File: config.mk
export PLATFORM = sky130hd
export DESIGN_NAME = uart1_transmitter_flat
export DESIGN_NICKNAME = d
export VERILOG_FILES = /design/src/rtl/uart1_transmitter_if.sv /design/src/rtl/uart1_transmitter.sv /design/src/flat_wrapper.sv
export SDC_FILE = /design/constraint.sdc
export NUM_CORES = 1
export LEC_CHECK = 0
export CAP_MARGIN = 20
export CORE_ASPECT_RATIO = 0.75
export CORE_MARGIN = 5
export CORE_UTILIZATION = 50
export CTS_CLUSTER_DIAMETER = 60
export DETAILED_ROUTE_END_ITERATION = 16
export PLACE_DENSITY = 0.75
export SLEW_MARGIN = 20
export SYNTH_ARGS = -nofsm -noshare
export SYNTH_HDL_FRONTEND = slang
export SYNTH_SLANG_ARGS = --single-unit
export TNS_END_PERCENT = 30
File: constraint.sdc
create_clock -name clk -period 3.5 [get_ports clk]
set_clock_uncertainty 0.2 [all_clocks]
set_input_delay 0.875 -clock clk [delete_from_list [all_inputs] [get_ports clk]]
set_output_delay 0.875 -clock clk [all_outputs]
set_load 0.05 [all_outputs]
File: src/rtl/uart1_transmitter_if.sv
`timescale 1ns/1ps
`default_nettype none
// ============================================================================
// Module      : uart1_transmitter_if
// Description : CPU-side register bus of the UART1 window. The decoder
//               select, the 12-bit window offset, the read/write strobes and
//               both data paths travel together as one bundle.
//               master = CPU / address-decoder side, slave = UART1 side.
// Revision    : 1.0  initial release
// ============================================================================
interface uart1_transmitter_if;

   logic        sel;      // UART1 window selected by the address decoder
   logic [11:0] offset;   // address[11:0] inside the window
   logic        write;    // write strobe
   logic        read;     // read strobe
   logic [7:0]  wdata;    // write data
   logic [7:0]  rdata;    // registered read data

   modport master (
      output sel,
      output offset,
      output write,
      output read,
      output wdata,
      input  rdata
   );

   modport slave (
      input  sel,
      input  offset,
      input  write,
      input  read,
      input  wdata,
      output rdata
   );

endinterface

`default_nettype wire

File: src/rtl/uart1_transmitter.sv
`timescale 1ns/1ps
`default_nettype none
// ============================================================================
// Module      : uart1_transmitter
// Description : Memory-mapped 8N1 UART transmitter. CPU writes to TXDATA are
//               queued in a small circular FIFO; a baud-timed state machine
//               pops bytes and shifts them out on tx, LSB first, with no idle
//               gap between queued frames.
//               Register map (when sel=1):
//                 0x000 TXDATA  write-only, pushes wdata
//                 0x004 STATUS  read-only, {4'b0, overflow, busy,
//                               fifo_empty, fifo_full}; a read clears the
//                               sticky overflow flag
//               Build option: define UART1_PARITY_EN to insert an even-parity
//               bit between the data bits and the stop bit (11-bit frame).
// Revision    : 1.0  initial release
// ============================================================================
module uart1_transmitter #(
   parameter int CLKS_PER_BIT = 868,   // clock cycles per serial bit
   parameter int FIFO_DEPTH   = 4      // TX FIFO entries, power of two, >= 2
) (
   input  wire                  clk,
   input  wire                  nRESET,   // synchronous, active low
   uart1_transmitter_if.slave   bus,
   output logic                 tx,
   output logic                 busy
);

   // ------------------------------------------------------------------------
   // Derived sizes and constants
   // ------------------------------------------------------------------------
   localparam int PTR_W  = (FIFO_DEPTH > 1) ? $clog2(FIFO_DEPTH) : 1;
   localparam int CNT_W  = $clog2(FIFO_DEPTH) + 1;
   localparam int BAUD_W = (CLKS_PER_BIT > 1) ? $clog2(CLKS_PER_BIT) : 1;

   localparam logic [BAUD_W-1:0] BAUD_LAST  = BAUD_W'(CLKS_PER_BIT - 1);
   localparam logic [CNT_W-1:0]  CNT_FULL   = CNT_W'(FIFO_DEPTH);
   localparam logic [11:0]       OFF_TXDATA = 12'h000;
   localparam logic [11:0]       OFF_STATUS = 12'h004;

   // ------------------------------------------------------------------------
   // Serialiser states
   // ------------------------------------------------------------------------
`ifdef UART1_PARITY_EN
   typedef enum logic [2:0] {
      S_IDLE   = 3'd0,
      S_START  = 3'd1,
      S_DATA   = 3'd2,
      S_STOP   = 3'd3,
      S_PARITY = 3'd4
   } state_t;
`else
   typedef enum logic [2:0] {
      S_IDLE   = 3'd0,
      S_START  = 3'd1,
      S_DATA   = 3'd2,
      S_STOP   = 3'd3
   } state_t;
`endif

   state_t              state;
   logic [BAUD_W-1:0]   baud_cnt;    // cycles elapsed in the current bit
   logic [2:0]          bit_idx;     // data bit being driven, 0..7
   logic [7:0]          shifter;     // byte of the frame in flight
   logic [2:0]          next_bit;

   // ------------------------------------------------------------------------
   // FIFO storage and bookkeeping
   // ------------------------------------------------------------------------
   logic [7:0]          fifo_mem [FIFO_DEPTH];
   logic [PTR_W-1:0]    wr_ptr;
   logic [PTR_W-1:0]    rd_ptr;
   logic [CNT_W-1:0]    count;
   logic                overflow;

   logic                fifo_empty;
   logic                fifo_full;
   logic                baud_last;
   logic                pop;
   logic                push_req;
   logic                push;
   logic                ovf_event;
   logic                status_rd;
   logic [7:0]          head;
   logic [7:0]          status;

   assign fifo_empty = (count == '0);
   assign fifo_full  = (count == CNT_FULL);
   assign baud_last  = (baud_cnt == BAUD_LAST);
   assign head       = fifo_mem[rd_ptr];
   assign next_bit   = bit_idx + 3'd1;

   // The serialiser takes a byte either from idle or on the very last cycle
   // of a stop bit, which is what keeps back-to-back frames gap-free.
   assign pop = ~fifo_empty &
                ((state == S_IDLE) | ((state == S_STOP) & baud_last));

   // A push into a full FIFO still succeeds when the same edge pops, since
   // the slot being vacated is reused; only a push with no room is dropped.
   assign push_req  = bus.sel & bus.write & (bus.offset == OFF_TXDATA);
   assign push      = push_req & (~fifo_full | pop);
   assign ovf_event = push_req & fifo_full & ~pop;
   assign status_rd = bus.sel & bus.read & (bus.offset == OFF_STATUS);

   assign busy   = (state != S_IDLE) | ~fifo_empty;
   assign status = {4'b0000, overflow, busy, fifo_empty, fifo_full};

   // FIFO data array: written on every accepted push; contents need no reset
   // because the pointers and count define what is valid.
   always_ff @(posedge clk) begin
      if (push) begin
         fifo_mem[wr_ptr] <= bus.wdata;
      end
   end

   // FIFO pointers and occupancy; pointers wrap naturally at the power-of-two depth.
   always_ff @(posedge clk) begin
      if (!nRESET) begin
         wr_ptr <= '0;
         rd_ptr <= '0;
         count  <= '0;
      end else begin
         if (push) begin
            wr_ptr <= wr_ptr + 1'b1;
         end
         if (pop) begin
            rd_ptr <= rd_ptr + 1'b1;
         end
         case ({push, pop})
            2'b10:   count <= count + 1'b1;
            2'b01:   count <= count - 1'b1;
            default: count <= count;
         endcase
      end
   end

   // Sticky overflow flag: a new overflow wins over a same-edge STATUS read clear.
   always_ff @(posedge clk) begin
      if (!nRESET) begin
         overflow <= 1'b0;
      end else if (ovf_event) begin
         overflow <= 1'b1;
      end else if (status_rd) begin
         overflow <= 1'b0;
      end
   end

   // Read data register: loaded on every read strobe, held otherwise; only
   // a selected STATUS read returns something other than zero.
   always_ff @(posedge clk) begin
      if (!nRESET) begin
         bus.rdata <= 8'h00;
      end else if (bus.read) begin
         bus.rdata <= status_rd ? status : 8'h00;
      end
   end

   // Baud-timed serialiser: each state lasts CLKS_PER_BIT cycles and tx is
   // registered, so the line level for a bit is set on the edge entering it.
   always_ff @(posedge clk) begin
      if (!nRESET) begin
         state    <= S_IDLE;
         baud_cnt <= '0;
         bit_idx  <= 3'd0;
         shifter  <= 8'h00;
         tx       <= 1'b1;
      end else begin
         case (state)
            S_IDLE: begin
               baud_cnt <= '0;
               bit_idx  <= 3'd0;
               if (pop) begin
                  shifter <= head;
                  state   <= S_START;
                  tx      <= 1'b0;
               end else begin
                  tx      <= 1'b1;
               end
            end

            S_START: begin
               if (baud_last) begin
                  baud_cnt <= '0;
                  bit_idx  <= 3'd0;
                  state    <= S_DATA;
                  tx       <= shifter[0];
               end else begin
                  baud_cnt <= baud_cnt + 1'b1;
               end
            end

            S_DATA: begin
               if (baud_last) begin
                  baud_cnt <= '0;
                  if (bit_idx == 3'd7) begin
`ifdef UART1_PARITY_EN
                     state <= S_PARITY;
                     tx    <= ^shifter;
`else
                     state <= S_STOP;
                     tx    <= 1'b1;
`endif
                  end else begin
                     bit_idx <= next_bit;
                     tx      <= shifter[next_bit];
                  end
               end else begin
                  baud_cnt <= baud_cnt + 1'b1;
               end
            end

`ifdef UART1_PARITY_EN
            S_PARITY: begin
               if (baud_last) begin
                  baud_cnt <= '0;
                  state    <= S_STOP;
                  tx       <= 1'b1;
               end else begin
                  baud_cnt <= baud_cnt + 1'b1;
               end
            end
`endif

            S_STOP: begin
               if (baud_last) begin
                  baud_cnt <= '0;
                  bit_idx  <= 3'd0;
                  if (pop) begin
                     shifter <= head;
                     state   <= S_START;
                     tx      <= 1'b0;
                  end else begin
                     state   <= S_IDLE;
                     tx      <= 1'b1;
                  end
               end else begin
                  baud_cnt <= baud_cnt + 1'b1;
               end
            end

            default: begin
               state    <= S_IDLE;
               baud_cnt <= '0;
               tx       <= 1'b1;
            end
         endcase
      end
   end

endmodule

`default_nettype wire

File: src/flat_wrapper.sv
// flat-port wrapper written by rule: the top's interface ports become plain ports
module uart1_transmitter_flat 
#(
   parameter int CLKS_PER_BIT = 868,                                 
   parameter int FIFO_DEPTH   = 4                                            
)
  (clk, nRESET, tx, busy, bus_sel, bus_offset, bus_write, bus_read, bus_wdata, bus_rdata);
  uart1_transmitter_if bus_i ();
  input  wire clk;
  input  wire nRESET;
  output logic tx;
  output logic busy;
  input wire logic [$bits(bus_i.sel)-1:0] bus_sel;
  input wire logic [$bits(bus_i.offset)-1:0] bus_offset;
  input wire logic [$bits(bus_i.write)-1:0] bus_write;
  input wire logic [$bits(bus_i.read)-1:0] bus_read;
  input wire logic [$bits(bus_i.wdata)-1:0] bus_wdata;
  output wire logic [$bits(bus_i.rdata)-1:0] bus_rdata;
  assign bus_i.sel = bus_sel;
  assign bus_i.offset = bus_offset;
  assign bus_i.write = bus_write;
  assign bus_i.read = bus_read;
  assign bus_i.wdata = bus_wdata;
  assign bus_rdata = bus_i.rdata;
  uart1_transmitter #(.CLKS_PER_BIT(CLKS_PER_BIT), .FIFO_DEPTH(FIFO_DEPTH)) u_core (.clk(clk), .nRESET(nRESET), .bus(bus_i), .tx(tx), .busy(busy));
endmodule
# --- Yosys cells after proc, flatten, opt, wreduce, memory -nomap -nowiden ---
# Memories as Yosys holds them, arrays and structs flattened. A register that Yosys moved wholly into a read port is not among the register bits.
# Index checks and enable logic that the tools add are counted.
classes:
  reduce_logical: 15
  n_mux: 30
  addsub: 6
  order_cmp: 1
  eq_ne: 16
  bitwise_logic: 17
ops:
  columns: ["operator", "count"]
  rows:
  - ["$mux W3", 8]
  - ["$mux W8", 2]
  - ["$pmux W8 S2", 1]
  - ["$eq A12 B3 Y1 const B", 1]
  - ["$logic_not A12 Y1", 1]
  - ["$ne A2 B1 Y1 const B", 6]
  - ["$pmux W3 S4", 1]
  - ["$mux W1", 11]
  - ["$add A10 B1 Y10 const B", 1]
  - ["$eq A10 B10 Y1 const B", 1]
  - ["$and A1 B1 Y1", 9]
  - ["$pmux W3 S3", 1]
  - ["$add A3 B1 Y3 const B", 2]
  - ["$eq A3 B2 Y1 const B", 2]
  - ["$eq A3 B3 Y1 const B", 2]
  - ["$logic_not A3 Y1", 2]
  - ["$pmux W3 S2", 1]
  - ["$reduce_bool A2 Y1", 3]
  - ["$reduce_bool A3 Y1", 2]
  - ["$reduce_or A3 Y1", 2]
  - ["$not A1 Y1", 5]
  - ["$reduce_and A5 Y1", 1]
  - ["$add A2 B1 Y2 const B", 2]
  - ["$lt A3 B4 Y1 const B", 1]
  - ["14 further kinds", 17]
word_totals:
  ramBits: 32
  memories: 1
  ff_bits: 41
  out_inout_bits: 10
memory_table:
  columns: ["memory", "depth", "width", "rd", "rd_clocked_by_memory_dff", "wr", "line_no", "text"]
  rows:
  - ["u_core.fifo_mem", 4, 8, 1, 1, 1, "uart1_transmitter.sv:70", "logic [7:0] fifo_mem [FIFO_DEPTH];"]

# --- Longest topological paths before layout ---
logic_depth:
  depth_word: 8
  ltp_mapped: 11
  depth_no_buf: 11

# --- Worst setup path before layout ---
# No wires, ideal clock.
synth_timing:
  path_kind: "input-to-reg"
  from: "in bus_offset[1]"
  to: "reg u_core.count[2]"
  n_path_buf: 0
  arrival_ns: 3.127
  path_stages: 10
  slack_ns: 0.101
  path_cell_list: "or4b_1 > nor4_1 > a21boi_1 > inv_1 > ha_1 > inv_1 > fa_1 > xor2_1 > or3_1 > a21oi_1"
synth_via:
  elab_chain_cells: 5
  elab_cells_between_ends: 7
  cone_classes: "eq/ne (2); mux (1); bitwise (2); reduce/logical (2)"
synth_rtl:
  columns: ["element", "line_no", "text"]
  rows:
  - ["from (decl)", "flat_wrapper.sv:14", "input wire logic [$bits(bus_i.offset)-1:0] bus_offset;"]
  - ["$logic_not A12 Y1 *", "uart1_transmitter.sv:100", "assign push_req = bus.sel & bus.write & (bus.offset == OFF_TXDATA);"]
  - ["$and A1 B1 Y1 *", "uart1_transmitter.sv:100", null]
  - ["$and A1 B1 Y1 *", "uart1_transmitter.sv:101", "assign push = push_req & (~fifo_full | pop);"]
  - ["$eq A2 B1 Y1 or $eq A2 B2 Y1 (tied branches)", "uart1_transmitter.sv:129", "case ({push, pop})"]
  - ["$pmux W3 S2 or $reduce_bool A2 Y1 (tied branches)", null, null]
  - ["to (signal assigned)", "uart1_transmitter.sv:130", "2'b10: count <= count + 1'b1;"]
  - ["to (signal assigned)", "uart1_transmitter.sv:131", "2'b01: count <= count - 1'b1;"]
  - ["to (signal assigned)", "uart1_transmitter.sv:132", "default: count <= count;"]
  - ["to (decl)", "uart1_transmitter.sv:73", "logic [CNT_W-1:0] count;"]
# Every way passes the cells marked *; elsewhere a longest branch is shown, timed or not.
# A chain may end at the register's enable or synchronous reset.

# --- Final worst setup path ---
# Ends and elaborated chain as after synthesis.

==> flow_summary.yaml <==
yosys:
  synth_area_leaders: "edfxtp_1, dfxtp_1, mux4_2"
  yosys_register_bits: 70
  synth_edf_count: 32
  postSynthCellCount: 265
  syn_area_sq_um: 3110
  ys_types: 43
  yosys.area.top_type_share_pct: 30.9
  async_reset_ff_share_pct: 0
  syn_area_per_cell_sq_um: 11.7
  yosysWarningCount: 0
  synth_most_common_cell: "dfxtp_1"
  ys.flop_type: "dfxtp_1"
  synthTopCellsByCount: "dfxtp_1, edfxtp_1, nand2_1, nor2_1"
  synth-seq-area-share_pct: 55.4
  synth_top_area_cell: "edfxtp_1"
route:
  antenna_left: 0
  drtIter0Drc: 72
  dr.pass1.iters: 4
  drt-total-wl_um: 5860
  drc: 0
  post_drt_via_cell_ratio: 5.25
  vias: 2047
  wl_per_cell_um: 15.0
placed_design:
  place_congestion: 0.758
  place_area_sq_um: 3570
  hpwl_um: 4200
  io_buffers: 30
  dp_slack_ps: -244
grt:
  grt_max_degree: 22
  grt_first_pass_wirelength_um: 9540
  antenna_found_initial: 0
  overflow: 0
  grt_pass1_vias: 2013
  grt_usage_pct: 15.7
clocking:
  cts.clk_slew.worst_paths_ps: 70
  cts_tree: "done"
  numCtsBuffers: 9
  clock_sinks: 70
  cts_root_buffer: "clkbuf_8"
  cts_buffer_depth: 2
  clk_latency_ps: 340
  htreeDepth: 3
floorplanning:
  num_rows: 24
  die_area_sq_um: 7900
  die_h_um: 78.3
  die_w_um: 101
  initial_core_util_pct: 52.5
  fp.coreArea_sq_um: 5920
  io_pins: 35
setup_path:
  worst-path-buf-inv: 3
  cp_data_required_time_ps: 3580
  start_kind: "input pin"
  critPathTopFamily: "simple AND/OR/NAND/NOR gates"
  cpMaxStageDelayCell: "or4b_1"
  crit_chain: "clkdlybuf4s50_1, or4b_1, nor4_2, a21boi_1, inv_1, ha_1, inv_1, fa_1, xor2_1, or3_1, a21oi_1"
  critPathCaptureType: "flip-flop"
  crit_fanout: 2
  cp_common_cell: "inv_1"
  arrival_ps: 3460
  worst_path_largest_cell_delay_ps: 570
  critical_path_class: "in -> reg"
final_layout:
  diodes: 0
  finalNetCount: 345
  drive_gt1_share_pct: 13.1
  area_growth_pct: 21.2
  design_area_sq_um: 3760
power:
  powerDensity_nw_per_um2: 450
  ir_worst_vdd_mv: 0.267
  p_leak_nw: 1.31
  total_power_mw: 1.69
sta:
  slew-limit-headroom_pct: 51.7
  period_minus_slack_ps: 3380
  finalWorstSetupSlack_ps: 122
  hold_viol: 0
  period_share_pct: 96.5
  drv_slew: 0
  setup_viol: 0
  setup_tns_ps: 0
  whs_ps: 266
  fmax_mhz: 296
  worstMarginPinSlew_ps: 722
hold_path:
  min_path_type: "reg -> reg"
outcome:
  outcome: "finished clean"
flow_run:
  maxCapViolations: 0
==> worst reg2reg max path: stages (launching register included) <==
cell     delay [ps]
dfxtp_1         390
ha_1            250
nor4b_1         280
a31oi_1         260
nor2_1          160
ha_1            200
inv_1            60
fa_1            370
xor2_1          160
or3_1           310
a21oi_1         140
==> logic make-up after synthesis <==
logic type      synth area share [%]
buf+inv                         3.51
simple gates                    15.9
mux                             10.4
compound gates                  6.33
other cells                    0.121
fa+ha+maj                       5.48
flops                           55.4
xor+xnor                        2.82
==> area by class of cell <==
type	instances	area, sq um
flip-flops and latches	70	1720
well taps	78	97.6
clock inverters	6	62.6
clock buffers	10	128
multi-input cells	173	1290
fillers	460	2150
repair buffers	40	413
inverters	13	48.8
==> sequential cells by signal, indices dropped and copies added (netlist names), named ones only <==
register,count
u_core.count,3
u_core.wr_ptr,2
u_core.shifter,8
u_core.fifo_mem,32
u_core.baud_cnt,10
u_core.rd_ptr,2
u_core.bus.rdata,4
u_core.tx,1
u_core.overflow,1
u_core.bit_idx,3
u_core.state,2
==> timing repair <==
action	4_1_cts	5_1_grt
endpoints found under the setup margin	0	1
gates resized for setup	0	1
hold buffers	0	0
setup buffers	0	0
==> through the flow <==
| step | util [%] | std cells |
|---|---|---|
| floorplan | - | 268 |
| global placement | 60.3 | 374 |
| detailed placement | 60.3 | 374 |
| CTS | 63.5 | 390 |
| global route | 63.6 | 390 |
| finish | 63.6 | 390 |
==> cells in the final DEF, fill, tap and decap left out, types with 4 or more instances in the layout <==
cell and n:
dfxtp_1 38, edfxtp_1 32, clkdlybuf4s50_1 30, nand2_1 27, nor2_1 21, inv_1 12
mux2i_1 12, ha_1 12, a21oi_1 11, mux4_2 9, clkbuf_8 9, buf_4 7
and2_1 6, o21ai_0 6, xnor2_1 6, nor3_1 5, nand2b_1 5, nand3_1 5
or3_1 4, xor2_1 4, conb_1 4
==> where the power goes <==
group          internal (mW)  switching, mW
Sequential             0.864         0.0100
Clock                  0.326          0.295
Combinational         0.0780          0.120
Total                   1.27          0.425
==> per-layer routing <==
metal	global-route usage [%]	up-vias	wire length (um)
li1	-	1028	-
met1	19.9	965	2700
met2	24.8	46	2800
met3	4.78	8	275
met4	6.77	0	90
met5	0	-	0
==> path summary, 6_finish.rpt <==
path | end | cells after the start | slack (ps) | start
setup / recovery | u_core.count[2] | 11 | 120 | bus_offset[1]
hold / removal | u_core.shifter[1] | 2 | 270 | u_core.shifter[1]
setup reg to reg | u_core.count[2] | 10 | 670 | u_core.state[1]
hold reg to reg | u_core.shifter[1] | 2 | 270 | u_core.shifter[1]
(Power assumes the default switching activity.)
